### config.mk
export PLATFORM = sky130hd
export DESIGN_NAME = hcsr04_echo_responder_flat
export DESIGN_NICKNAME = d
export VERILOG_FILES = /design/src/rtl/sensor_pkg.sv /design/src/rtl/hcsr04_echo_responder_if.sv /design/src/rtl/hcsr04_echo_responder_sync.sv /design/src/rtl/hcsr04_echo_responder.sv /design/src/flat_wrapper.sv
export SDC_FILE = /design/constraint.sdc
export NUM_CORES = 1
export LEC_CHECK = 0
export CAP_MARGIN = 40
export CORE_MARGIN = 10
export CORE_UTILIZATION = 40
export DETAILED_ROUTE_END_ITERATION = 10
export GPL_TIMING_DRIVEN = 0
export PLACE_DENSITY_LB_ADDON = 0.08
export SYNTH_ARGS = -nofsm -noshare
export SYNTH_HDL_FRONTEND = slang
export SYNTH_HIERARCHICAL = 1
export SYNTH_SLANG_ARGS = --single-unit
### constraint.sdc
create_clock -name CLK -period 6.12 [get_ports CLK]
set_input_delay 1.53 -clock CLK [delete_from_list [all_inputs] [get_ports CLK]]
set_output_delay 1.53 -clock CLK [all_outputs]
set_load 0.005 [all_outputs]
### src/rtl/sensor_pkg.sv
// Shared HC-SR04 definitions used by the echo responder, the sensor
// controller and the clock divider: FSM state encodings, 50 MHz timing
// constants and a small helper for sizing counters.
package sensor_pkg;

    // Timing at a 50 MHz board clock
    localparam int CLK_HZ            = 50_000_000;
    localparam int TRIG_MIN_CYC_50M  = 500;        // 10 us trigger
    localparam int CYC_PER_CM_50M    = 2900;       // 58 us per cm
    localparam int TIMEOUT_CYC_50M   = 1_900_000;  // 38 ms no-echo width
    localparam int BURST_CYC_50M     = 10_000;     // 200 us emulated burst
    localparam int HOLDOFF_CYC_50M   = 500_000;    // 10 ms dead time
    localparam int MAX_CM_DEF        = 200;

    // Responder FSM state encodings
    localparam logic [2:0] IDLE      = 3'd0;
    localparam logic [2:0] TRIG_HIGH = 3'd1;
    localparam logic [2:0] BURST     = 3'd2;
    localparam logic [2:0] ECHO      = 3'd3;
    localparam logic [2:0] HOLDOFF   = 3'd4;

    function automatic int max2(input int a, input int b);
        return (a > b) ? a : b;
    endfunction

endpackage

### src/rtl/hcsr04_echo_responder_if.sv
// Trigger/echo link between the sensor controller (master) and the
// sensor or its emulator (slave).
//   Trigger        : controller -> sensor, start a measurement
//   Distance_Cm    : emulated distance (emulator only)
//   Object_Present : 0 forces a timeout-width echo (emulator only)
//   Echo           : sensor -> controller, width encodes distance
//   Busy           : emulator is not idle
//   Trig_Short     : one-cycle pulse, trigger rejected as too short
interface hcsr04_if;
    logic       Trigger;
    logic [7:0] Distance_Cm;
    logic       Object_Present;
    logic       Echo;
    logic       Busy;
    logic       Trig_Short;

    modport master (
        output Trigger, Distance_Cm, Object_Present,
        input  Echo, Busy, Trig_Short
    );

    modport slave (
        input  Trigger, Distance_Cm, Object_Present,
        output Echo, Busy, Trig_Short
    );
endinterface

### src/rtl/hcsr04_echo_responder_sync.sv
// sync_2ff: generic two-flop synchroniser for signals asynchronous to clk.
//   clk, rst : clock, synchronous active-high reset (clears both stages)
//   d        : asynchronous input
//   q        : synchronised output, two cycles behind d
module sync_2ff #(
    parameter int W = 1
) (
    input  logic         clk,
    input  logic         rst,
    input  logic [W-1:0] d,
    output logic [W-1:0] q
);
    logic [W-1:0] meta;

    always_ff @(posedge clk) begin
        if (rst) begin
            meta <= '0;
            q    <= '0;
        end else begin
            meta <= d;
            q    <= meta;
        end
    end
endmodule

### src/rtl/hcsr04_echo_responder.sv
// HC-SR04 responder emulator. Accepts a trigger of sufficient width, waits
// an emulated burst time, then drives Echo for a width proportional to the
// programmed distance, followed by a dead time where triggers are ignored.
//   CLK, RST : board clock, synchronous active-high reset
//   sen      : slave side of the trigger/echo link (see hcsr04_if)
module hcsr04_echo_responder
    import sensor_pkg::*;
#(
    parameter int TRIG_MIN_CYC = TRIG_MIN_CYC_50M,
    parameter int BURST_CYC    = BURST_CYC_50M,
    parameter int CYC_PER_CM   = CYC_PER_CM_50M,
    parameter int TIMEOUT_CYC  = TIMEOUT_CYC_50M,
    parameter int HOLDOFF_CYC  = HOLDOFF_CYC_50M,
    parameter int MAX_CM       = MAX_CM_DEF
) (
    input logic   CLK,
    input logic   RST,
    hcsr04_if.slave sen
);
    localparam int ECHO_MAX = max2(TIMEOUT_CYC, MAX_CM * CYC_PER_CM);
    localparam int ECHO_W   = $clog2(ECHO_MAX + 1);
    localparam int CNT_W    = $clog2(max2(ECHO_MAX, max2(BURST_CYC, HOLDOFF_CYC)) + 1);
    localparam int HI_W     = $clog2(TRIG_MIN_CYC + 1);

    logic              ts, ts_d, rise, fall;
    logic [2:0]        state, state_n;
    logic [CNT_W-1:0]  cnt, cnt_n;
    logic [HI_W-1:0]   hi_cnt, hi_n;
    logic [ECHO_W-1:0] echo_len, len_n, len_calc;
    logic              short_n;
    logic              echo_r, busy_r, short_r;

    sync_2ff #(.W(1)) u_sync (
        .clk (CLK),
        .rst (RST),
        .d   (sen.Trigger),
        .q   (ts)
    );

    assign rise = ts & ~ts_d;
    assign fall = ~ts & ts_d;

    // Echo width from the live inputs; only sampled into echo_len on the
    // accepted trigger fall, so later input changes cannot affect it.
    always_comb begin
        len_calc = '0;
        if (!sen.Object_Present || int'(sen.Distance_Cm) > MAX_CM)
            len_calc = ECHO_W'(TIMEOUT_CYC);
        else if (sen.Distance_Cm == 8'd0)
            len_calc = ECHO_W'(CYC_PER_CM);
        else
            len_calc = ECHO_W'(sen.Distance_Cm) * ECHO_W'(CYC_PER_CM);
    end

    // One down-counter serves BURST, ECHO and HOLDOFF; it is loaded with
    // (length - 1) on entry so each state lasts exactly 'length' cycles.
    always_comb begin
        state_n = state;
        cnt_n   = cnt;
        hi_n    = hi_cnt;
        len_n   = echo_len;
        short_n = 1'b0;
        case (state)
            IDLE: begin
                if (rise) begin
                    state_n = TRIG_HIGH;
                    hi_n    = HI_W'(1);
                end
            end
            TRIG_HIGH: begin
                if (fall) begin
                    if (hi_cnt >= HI_W'(TRIG_MIN_CYC)) begin
                        state_n = BURST;
                        cnt_n   = CNT_W'(BURST_CYC - 1);
                        len_n   = len_calc;
                    end else begin
                        state_n = IDLE;
                        short_n = 1'b1;
                    end
                end else if (ts && hi_cnt != HI_W'(TRIG_MIN_CYC)) begin
                    hi_n = hi_cnt + HI_W'(1);
                end
            end
            BURST: begin
                if (cnt == '0) begin
                    state_n = ECHO;
                    cnt_n   = CNT_W'(echo_len) - CNT_W'(1);
                end else begin
                    cnt_n = cnt - CNT_W'(1);
                end
            end
            ECHO: begin
                if (cnt == '0) begin
                    state_n = HOLDOFF;
                    cnt_n   = CNT_W'(HOLDOFF_CYC - 1);
                end else begin
                    cnt_n = cnt - CNT_W'(1);
                end
            end
            HOLDOFF: begin
                if (cnt == '0) state_n = IDLE;
                else           cnt_n   = cnt - CNT_W'(1);
            end
            default: state_n = IDLE;
        endcase
    end

    // Outputs are registered from the next state so they change on the
    // same edge as the state and are glitch-free.
    always_ff @(posedge CLK) begin
        if (RST) begin
            ts_d     <= 1'b0;
            state    <= IDLE;
            cnt      <= '0;
            hi_cnt   <= '0;
            echo_len <= '0;
            echo_r   <= 1'b0;
            busy_r   <= 1'b0;
            short_r  <= 1'b0;
        end else begin
            ts_d     <= ts;
            state    <= state_n;
            cnt      <= cnt_n;
            hi_cnt   <= hi_n;
            echo_len <= len_n;
            echo_r   <= (state_n == ECHO);
            busy_r   <= (state_n != IDLE);
            short_r  <= short_n;
        end
    end

    assign sen.Echo       = echo_r;
    assign sen.Busy       = busy_r;
    assign sen.Trig_Short = short_r;
endmodule

### src/flat_wrapper.sv
// flat-port wrapper written by rule: the top's interface ports become plain ports
module hcsr04_echo_responder_flat import sensor_pkg::*;
#(
    parameter int TRIG_MIN_CYC = TRIG_MIN_CYC_50M,
    parameter int BURST_CYC    = BURST_CYC_50M,
    parameter int CYC_PER_CM   = CYC_PER_CM_50M,
    parameter int TIMEOUT_CYC  = TIMEOUT_CYC_50M,
    parameter int HOLDOFF_CYC  = HOLDOFF_CYC_50M,
    parameter int MAX_CM       = MAX_CM_DEF
)
  (CLK, RST, sen_Trigger, sen_Distance_Cm, sen_Object_Present, sen_Echo, sen_Busy, sen_Trig_Short);
  hcsr04_if sen_i ();
  input logic CLK;
  input logic RST;
  input wire logic [$bits(sen_i.Trigger)-1:0] sen_Trigger;
  input wire logic [$bits(sen_i.Distance_Cm)-1:0] sen_Distance_Cm;
  input wire logic [$bits(sen_i.Object_Present)-1:0] sen_Object_Present;
  output wire logic [$bits(sen_i.Echo)-1:0] sen_Echo;
  output wire logic [$bits(sen_i.Busy)-1:0] sen_Busy;
  output wire logic [$bits(sen_i.Trig_Short)-1:0] sen_Trig_Short;
  assign sen_i.Trigger = sen_Trigger;
  assign sen_i.Distance_Cm = sen_Distance_Cm;
  assign sen_i.Object_Present = sen_Object_Present;
  assign sen_Echo = sen_i.Echo;
  assign sen_Busy = sen_i.Busy;
  assign sen_Trig_Short = sen_i.Trig_Short;
  hcsr04_echo_responder #(.TRIG_MIN_CYC(TRIG_MIN_CYC), .BURST_CYC(BURST_CYC), .CYC_PER_CM(CYC_PER_CM), .TIMEOUT_CYC(TIMEOUT_CYC), .HOLDOFF_CYC(HOLDOFF_CYC), .MAX_CM(MAX_CM)) u_core (.CLK(CLK), .RST(RST), .sen(sen_i));
endmodule
==> out/qor.csv, run 1 <==
stage;metric;value;unit
cts;clk_root_buffer_cell;clkbuf_16;
global_routing;grt_max_degree;11;
finish;final_nets;711;
sta;skew;5.77;ps
synth;synthArstFlopShare;0;
power;p_int;0.000954;W
synth;yosys-top-cells-area;dfxtp_1, ha_1, fa_1;
floorplan;initial_core_util;0.411;
worst_setup_path;worstReg2RegEnd;u_core/cnt[10];
cts;postCtsSetupBuffers;0;
drt;first_pass_iters;5;
flow_run;cap_violations;0;
worst_setup_path;worst_setup_path_start_kind;input port;
sta;drv_slew;0;
worst_setup_path;rr_worst_depth;6;
sta;fin_ws;679;ps
worst_setup_path;path_delay_family;adder cells;
worst_setup_path;critical_path.reg2reg.startpoint;u_core/cnt[6];
cts;cts.sink_count;58;
power;comb_power_share;0.315;
cts;cts_tree;done;
hold_path;whs_path_depth;1;
synth;synth_nets;686;
worst_setup_path;critical_path.max_stage_delay;510;ps
cts;cts_resized;0;
worst_setup_path;end_kind;flip-flop;
synth;yosysTopAreaCell;dfxtp_1;
placement;io_buffers;14;
global_routing;grt_pass1_wl;22.6;mm
worst_setup_path;worstPathArrival;5690;ps
floorplan;core;0.0121;mm²
cts;cts.clk_slew.worst_paths;50;ps
worst_setup_path;path_buf_inv;3;
cts;clk_latency;330;ps
power;peakVddDrop;0.126;mV
worst_setup_path;crit_type;in2reg;
placement;post-place-ws;326;ps
floorplan;die_x;131;µm
drt;finalWirelength;13.5;mm
synth;synth.distinct_cells;64;
synth;synthCells;604;
drt;drc;0;
floorplan;ios;15;
global_routing;grt_pass1_vias;4496;
power;p_switching;0.000425;W
drt;vias;4510;
placement;hpwl;10.6;mm
synth;synth_seq_cells;58;
placement;placed_area;0.00531;mm²
outcome;outcome;finished clean;
worst_setup_path;r2r_slack;3350;ps
synth;netlist_top_cells_count;dfxtp_1, nor2_1, ha_1;
power;clkPwrFrac;0.408;
power;leakagePower;2.28;nW
cts;cts_made_buffers;9;
sta;fin_crit_sh;0.889;
drt;avgViaCountPerCell;5.62;
worst_setup_path;cp_slowest_cell;fa_1;
sta;final-hold-violation-count;0;
synth;ys_seq_area_frac;0.234;
synth;yosysTopAreaCellShare;0.234;
finish;fin_cells;802;
worst_setup_path;startpoint;sen_Distance_Cm[2];
cts;cts_max_level;3;
floorplan;dieHeight;131;µm
finish;final_layout_size_suffix_gt1_frac;0.0568;
synth;synth.most_common_cell;dfxtp_1;
drt;routedWlPerCell;16.8;µm
drt;ant_nets;0;
sta;max_freq;184;MHz
hold_path;hold_end;u_core/u_sync/q;
synth;yosysWarnings;6;
placement;dp.cells;786;
sta;setup_violations;0;
worst_setup_path;crit_path_frequent_cell;fa_1;
finish;syn2layout_area_growth;13.9;%
synth;avgSynthCellArea;8.21;µm²
power;power_density;244;mW/mm²
worst_setup_path;worstPathMaxFanout;5;
global_routing;grt_overflow;0;
synth;mappedNetlistArea;0.00496;mm²
floorplan;die_area;0.0172;mm²
synth;synthFlopType;dfxtp_1;
finish;diodes;0;
worst_setup_path;cp_cell_sequence;clkdlybuf4s50_1, ha_1, inv_1, fa_1, inv_1, fa_1, fa_1, ha_1, or4_1, o2111a_1, o31a_1, mux2i_1, nor3_1;
floorplan;rows;40;
drt;dr.first_iter.drc_count;476;
global_routing;antenna_found_initial;0;
sta;fin_setup_tns;0;ps
sta;timing.final.crit_period;5440;ps
sta;tightest_slew;915;ps
hold_path;hp-start;u_core/u_sync/meta;
worst_setup_path;required;6370;ps
finish;fin_area;0.00565;mm²
cts;clock_path_buffers;2;
power;switching_share;0.308;
sta;grt_setup_unrepaired;no;
global_routing;track_usage;0.157;
hold_path;hold_path.class;reg2reg;
synth;synth_edf_count;0;
sta;slew_headroom;0.385;
cts;hold_buffers;0;
placement;gp_congestion;0.884;
power;sequentialPowerShare;0.277;
[worst max-delay path by stage]
| stage | to | slack [ps] | depth (start not counted) |
|---|---|---|---|
| final | u_core/echo_len[18] | 680 | 13 |
| after CTS | u_core/echo_len[18] | 660 | 13 |
| after global placement | u_core/echo_len[18] | 330 | 13 |
| after detailed placement | u_core/echo_len[18] | 330 | 13 |
| after floorplan | u_core/echo_len[18] | 1230 | 12 |
| after global routing | u_core/echo_len[18] | 480 | 13 |
[logic make-up (layout without fill, tap and decap cells)]
| kind of cell | after synthesis | count (layout) | synth area share |
|---|---|---|---|
| simple gates | 217 | 217 | 0.237 |
| mux | 3 | 3 | 0.00606 |
| buf+inv | 73 | 103 | 0.0575 |
| xor+xnor | 32 | 32 | 0.0565 |
| fa+ha+maj | 71 | 71 | 0.204 |
| flops | 58 | 58 | 0.234 |
| compound gates | 150 | 150 | 0.204 |
[per-stage QoR]
step / power, W / utilization / hold WS [ps]
after CTS: 0.00139 / 0.468 / 444
final: 0.00138 / 0.468 / 442
after floorplan: 0.000722 / - / 414
after global routing: 0.00148 / 0.468 / 461
after detailed placement: 0.000825 / 0.440 / 433
after global placement: 0.000820 / 0.440 / 419
[power groups by stage]
stage	combinational [W]	clock [W]	sequential [W]
finish	0.000435	0.000562	0.000381
global route	0.000505	0.000589	0.000381
floorplan	0.000334	0	0.000389
global placement	0.000432	0	0.000389
detailed placement	0.000436	0	0.000389
CTS	0.000441	0.000573	0.000381
[flip-flops by register name (all words and copies together) (netlist names)]
signal and count:
u_core/u_sync/meta 1, u_core/sen.Busy 1, u_core/echo_len 19, u_core/sen.Echo 1, u_core/sen.Trig_Short 1, u_core/ts_d 1
u_core/hi_cnt 9, u_core/u_sync/q 1, u_core/cnt 21, u_core/state 3
[metal layers]
| metal | part of all wire | GRT usage | wire length (µm) |
|---|---|---|---|
| met5 | 0 | 0 | 0 |
| met4 | 0.030 | 0.0779 | 399 |
| met3 | 0.040 | 0.0210 | 536 |
| met2 | 0.48 | 0.261 | 6460 |
| met1 | 0.45 | 0.194 | 6090 |
[placed cells by master (no fill, tap or decap), types with 10 or more instances in the layout]
cell / instances
nor2_1: 57
nand2_1: 37
xnor2_1: 17
a211oi_1: 13
ha_1: 53
a31oi_1: 10
nand3_1: 19
clkbuf_1: 20
o21ai_0: 29
inv_1: 47
xor2_1: 15
a21oi_1: 34
dfxtp_1: 58
fa_1: 17
or3_1: 13
nor3_1: 16
clkdlybuf4s50_1: 14
[area by class of cell]
type | count | area (µm²)
fillers | 1195 | 6410
multi-input cells | 473 | 3510
flip-flops and latches | 58 | 1160
clock buffers | 12 | 267
well taps | 168 | 210
inverters | 48 | 180
repair buffers | 14 | 140
plain buffers | 25 | 105
clock inverters | 4 | 72.6
No activity file was read; power rests on OpenSTA's default activity.
==> run 2, diff against run 1 <==
--- a/config.mk
+++ b/config.mk
@@ -5,6 +5,7 @@
 export SDC_FILE = /design/constraint.sdc
 export NUM_CORES = 1
 export LEC_CHECK = 0
+export ABC_AREA = 1
 export CAP_MARGIN = 40
 export CORE_MARGIN = 10
 export CORE_UTILIZATION = 40
==> run 2 against run 1 <==
Effect of this change:
- global-route usage increased by 0.50 points
- worst hold slack got worse by 38 ps
- power is 7.6% higher
- wire length is 5.3% higher
- clock power shrank 9.1%
- sequential share of layout area is 0.69 points lower
- area after synthesis rose by 4.6%
- clock skew up 3.4 ps
- core utilization down 0.71 points
- cell count up 23%
- critical path type unchanged
- critical endpoint is now u_core/echo_len[15]
==> out/qor.csv, run 2 <==
stage;metric;value;unit
outcome;outcome;finished clean;
global_routing;grt_use_met1;0.220;
drt;routedWlPerCell;14.4;µm
synth;ys_seq_area_frac;0.224;
global_routing;grt_overflow;0;
sta;skew;9.12;ps
hold_path;whs_path_depth;2;
synth;synth.most_common_cell;nand2_1;
synth;yosysTopAreaCell;dfxtp_1;
cts;postCtsSetupBuffers;0;
drt;dr.first_iter.drc_count;313;
cts;hold_buffers;0;
global_routing;met3_usage;0.0351;
finish;final_cell_mix;nand2_1, inv_1, nor2_1;
synth;yosysTopAreaCellShare;0.224;
synth;synth_seq_cells;58;
finish;largest_reg_flops;21;
placement;io_buffers;14;
global_routing;grt_pass1_vias;4835;
finish;layout_commonest_cell;nand2_1;
synth;netlist_top_cells_count;nand2_1, inv_1, nor2_1;
floorplan;dieHeight;134;µm
hold_path;hold_path.class;reg2reg;
sta;fin_ws;702;ps
floorplan;die_area;0.0179;mm²
floorplan;rows;41;
synth;synthArstFlopShare;0;
finish;syn2layout_area_growth;12.7;%
finish;top_regs;u_core/cnt (21), u_core/echo_len (19), u_core/hi_cnt (9);
cts;clk_root_buffer_cell;clkbuf_16;
power;clkPwrFrac;0.345;
sta;timing.final.crit_period;5420;ps
placement;post-place-ws;372;ps
drt;vias;4969;
global_routing;antenna_found_initial;0;
placement;hpwl;11.4;mm
sta;max_freq;185;MHz
worst_setup_path;worstPathArrival;5610;ps
finish;diodes;0;
drt;drc;0;
synth;mappedNetlistArea;0.00518;mm²
synth;synth_edf_count;0;
global_routing;met2_usage;0.251;
synth;synthCells;783;
sta;grt_setup_unrepaired;no;
floorplan;ios;15;
sta;fin_crit_sh;0.885;
power;power;0.00148;W
worst_setup_path;end_kind;flip-flop;
power;power_density;254;mW/mm²
drt;first_pass_iters;5;
power;p_switching;0.000563;W
worst_setup_path;worstPathMaxFanout;4;
placement;gp_congestion;0.931;
drt;finalWirelength;14.2;mm
sta;slew_headroom;0.525;
cts;cts_resized;0;
finish;multi_input_area;0.00352;mm²
finish;final_nets;890;
drt;avgViaCountPerCell;5.04;
sta;fin_setup_tns;0;ps
floorplan;initial_core_util;0.409;
finish;seq_area;0.00116;mm²
power;sequentialPowerShare;0.262;
finish;final_layout_size_suffix_gt1_frac;0.0541;
power;p_int;0.000919;W
synth;synth.distinct_cells;33;
sta;setup_violations;0;
synth;yosysWarnings;6;
finish;fin_cells;985;
finish;nFillCells;1366;
sta;final-hold-violation-count;0;
power;switching_share;0.380;
floorplan;die_x;134;µm
cts;cts_made_buffers;9;
synth;avgSynthCellArea;6.62;µm²
cts;clk_latency;330;ps
finish;utilization;0.461;
cts;clock_path_buffers;2;
worst_setup_path;worst_setup_path_start_kind;input port;
power;leakagePower;2.89;nW
placement;dp.cells;969;
power;comb_power_share;0.393;
finish;largest_register;u_core/cnt;
sta;drv_slew;0;
sta;tightest_slew;712;ps
cts;cts_max_level;3;
floorplan;core;0.0127;mm²
cts;cts.clk_slew.worst_paths;60;ps
global_routing;grt_max_degree;13;
worst_setup_path;crit_type;in2reg;
global_routing;busiest_layer;met2;
worst_setup_path;rr_worst_depth;11;
global_routing;track_usage;0.162;
cts;cts_tree;done;
synth;yosys-top-cells-area;dfxtp_1, nand2_1, ha_1;
flow_run;cap_violations;0;
global_routing;grt_pass1_wl;23.8;mm
power;peakVddDrop;0.159;mV
worst_setup_path;required;6310;ps
drt;ant_nets;0;
synth;synthFlopType;dfxtp_1;
cts;cts.sink_count;58;
synth;synth_nets;865;
[run 2: cell count changes in the layout (fill, tap and decap cells not counted), sizes merged, moves of 8 or more]
| cell | delta |
|---|---|
| nand2 | +154 |
| nor4 | -14 |
| nor2 | +46 |
| inv | +72 |
| nor2b | -9 |
| clkbuf | -16 |
| a21oi | +28 |
| xnor2 | -8 |
| a211oi | -11 |
| nand3 | +41 |
| or3 | -13 |
| nor3 | -8 |
| or4 | -8 |
[run 2: cells by family (layout without fill, tap and decap cells)]
| logic type | Yosys count | after routing | share of synthesized area |
|---|---|---|---|
| and+or+nand+nor | 390 | 390 | 0.328 |
| buffers and inverters | 128 | 158 | 0.0973 |
| AOI/OAI and AO/OA | 109 | 109 | 0.110 |
| adders and majority gates | 70 | 70 | 0.194 |
| DFF | 58 | 58 | 0.224 |
| xor gates and xnor gates | 28 | 28 | 0.0473 |
[run 2: through the flow]
stage | instance area (µm²) | hold slack [ps]
after global placement | 5540 | 393
after CTS | 5840 | 407
after global routing | 5840 | 429
after detailed placement | 5540 | 399
final | 5840 | 404
after floorplan | 5180 | 388
[run 2: worst paths after layout]
path | from | endpoint | slack [ps]
min | u_core/u_sync/meta | u_core/u_sync/q | 400
max reg2reg | u_core/cnt[0] | u_core/cnt[14] | 3900
max | sen_Distance_Cm[2] | u_core/echo_len[15] | 700
min reg2reg | u_core/u_sync/meta | u_core/u_sync/q | 400
[run 2: power by group through the flow]
stage | clock (W) | combinational (W) | sequential, W
3_3_place_gp | 0 | 0.000571 | 0.000396
5_1_grt | 0.000543 | 0.000675 | 0.000389
6_report | 0.000511 | 0.000583 | 0.000388
3_5_place_dp | 0 | 0.000577 | 0.000396
2_1_floorplan | 0 | 0.000439 | 0.000395
4_1_cts | 0.000527 | 0.000583 | 0.000388
[run 2: worst max-delay path, stage by stage]
cell and delay [ps]:
clkdlybuf4s50_1 490, ha_1 410, inv_1 70, fa_1 470
inv_1 60, fa_1 480, fa_1 500, ha_1 370
a21oi_1 220, a21boi_0 420, o21ai_0 160, or2_2 290
nand3_1 70, a21oi_1 60
[run 2: routing by layer]
metal | routed length (µm) | up-vias | share of wire
met2 | 6220 | 95 | 0.44
met1 | 7250 | 2290 | 0.51
li1 | - | 2569 | -
met4 | 194 | 0 | 0.014
met5 | 0 | - | 0
met3 | 531 | 15 | 0.037
[run 2: area by class of cell]
class | instances | area share
buffer | 11 | 0.0111
clock buffer | 9 | 0.0386
clock inverter | 7 | 0.0133
inverter | 117 | 0.0752
multi-input combinational | 597 | 0.602
sequential | 58 | 0.199
tap | 172 | 0.0368
timing repair buffer | 14 | 0.0240
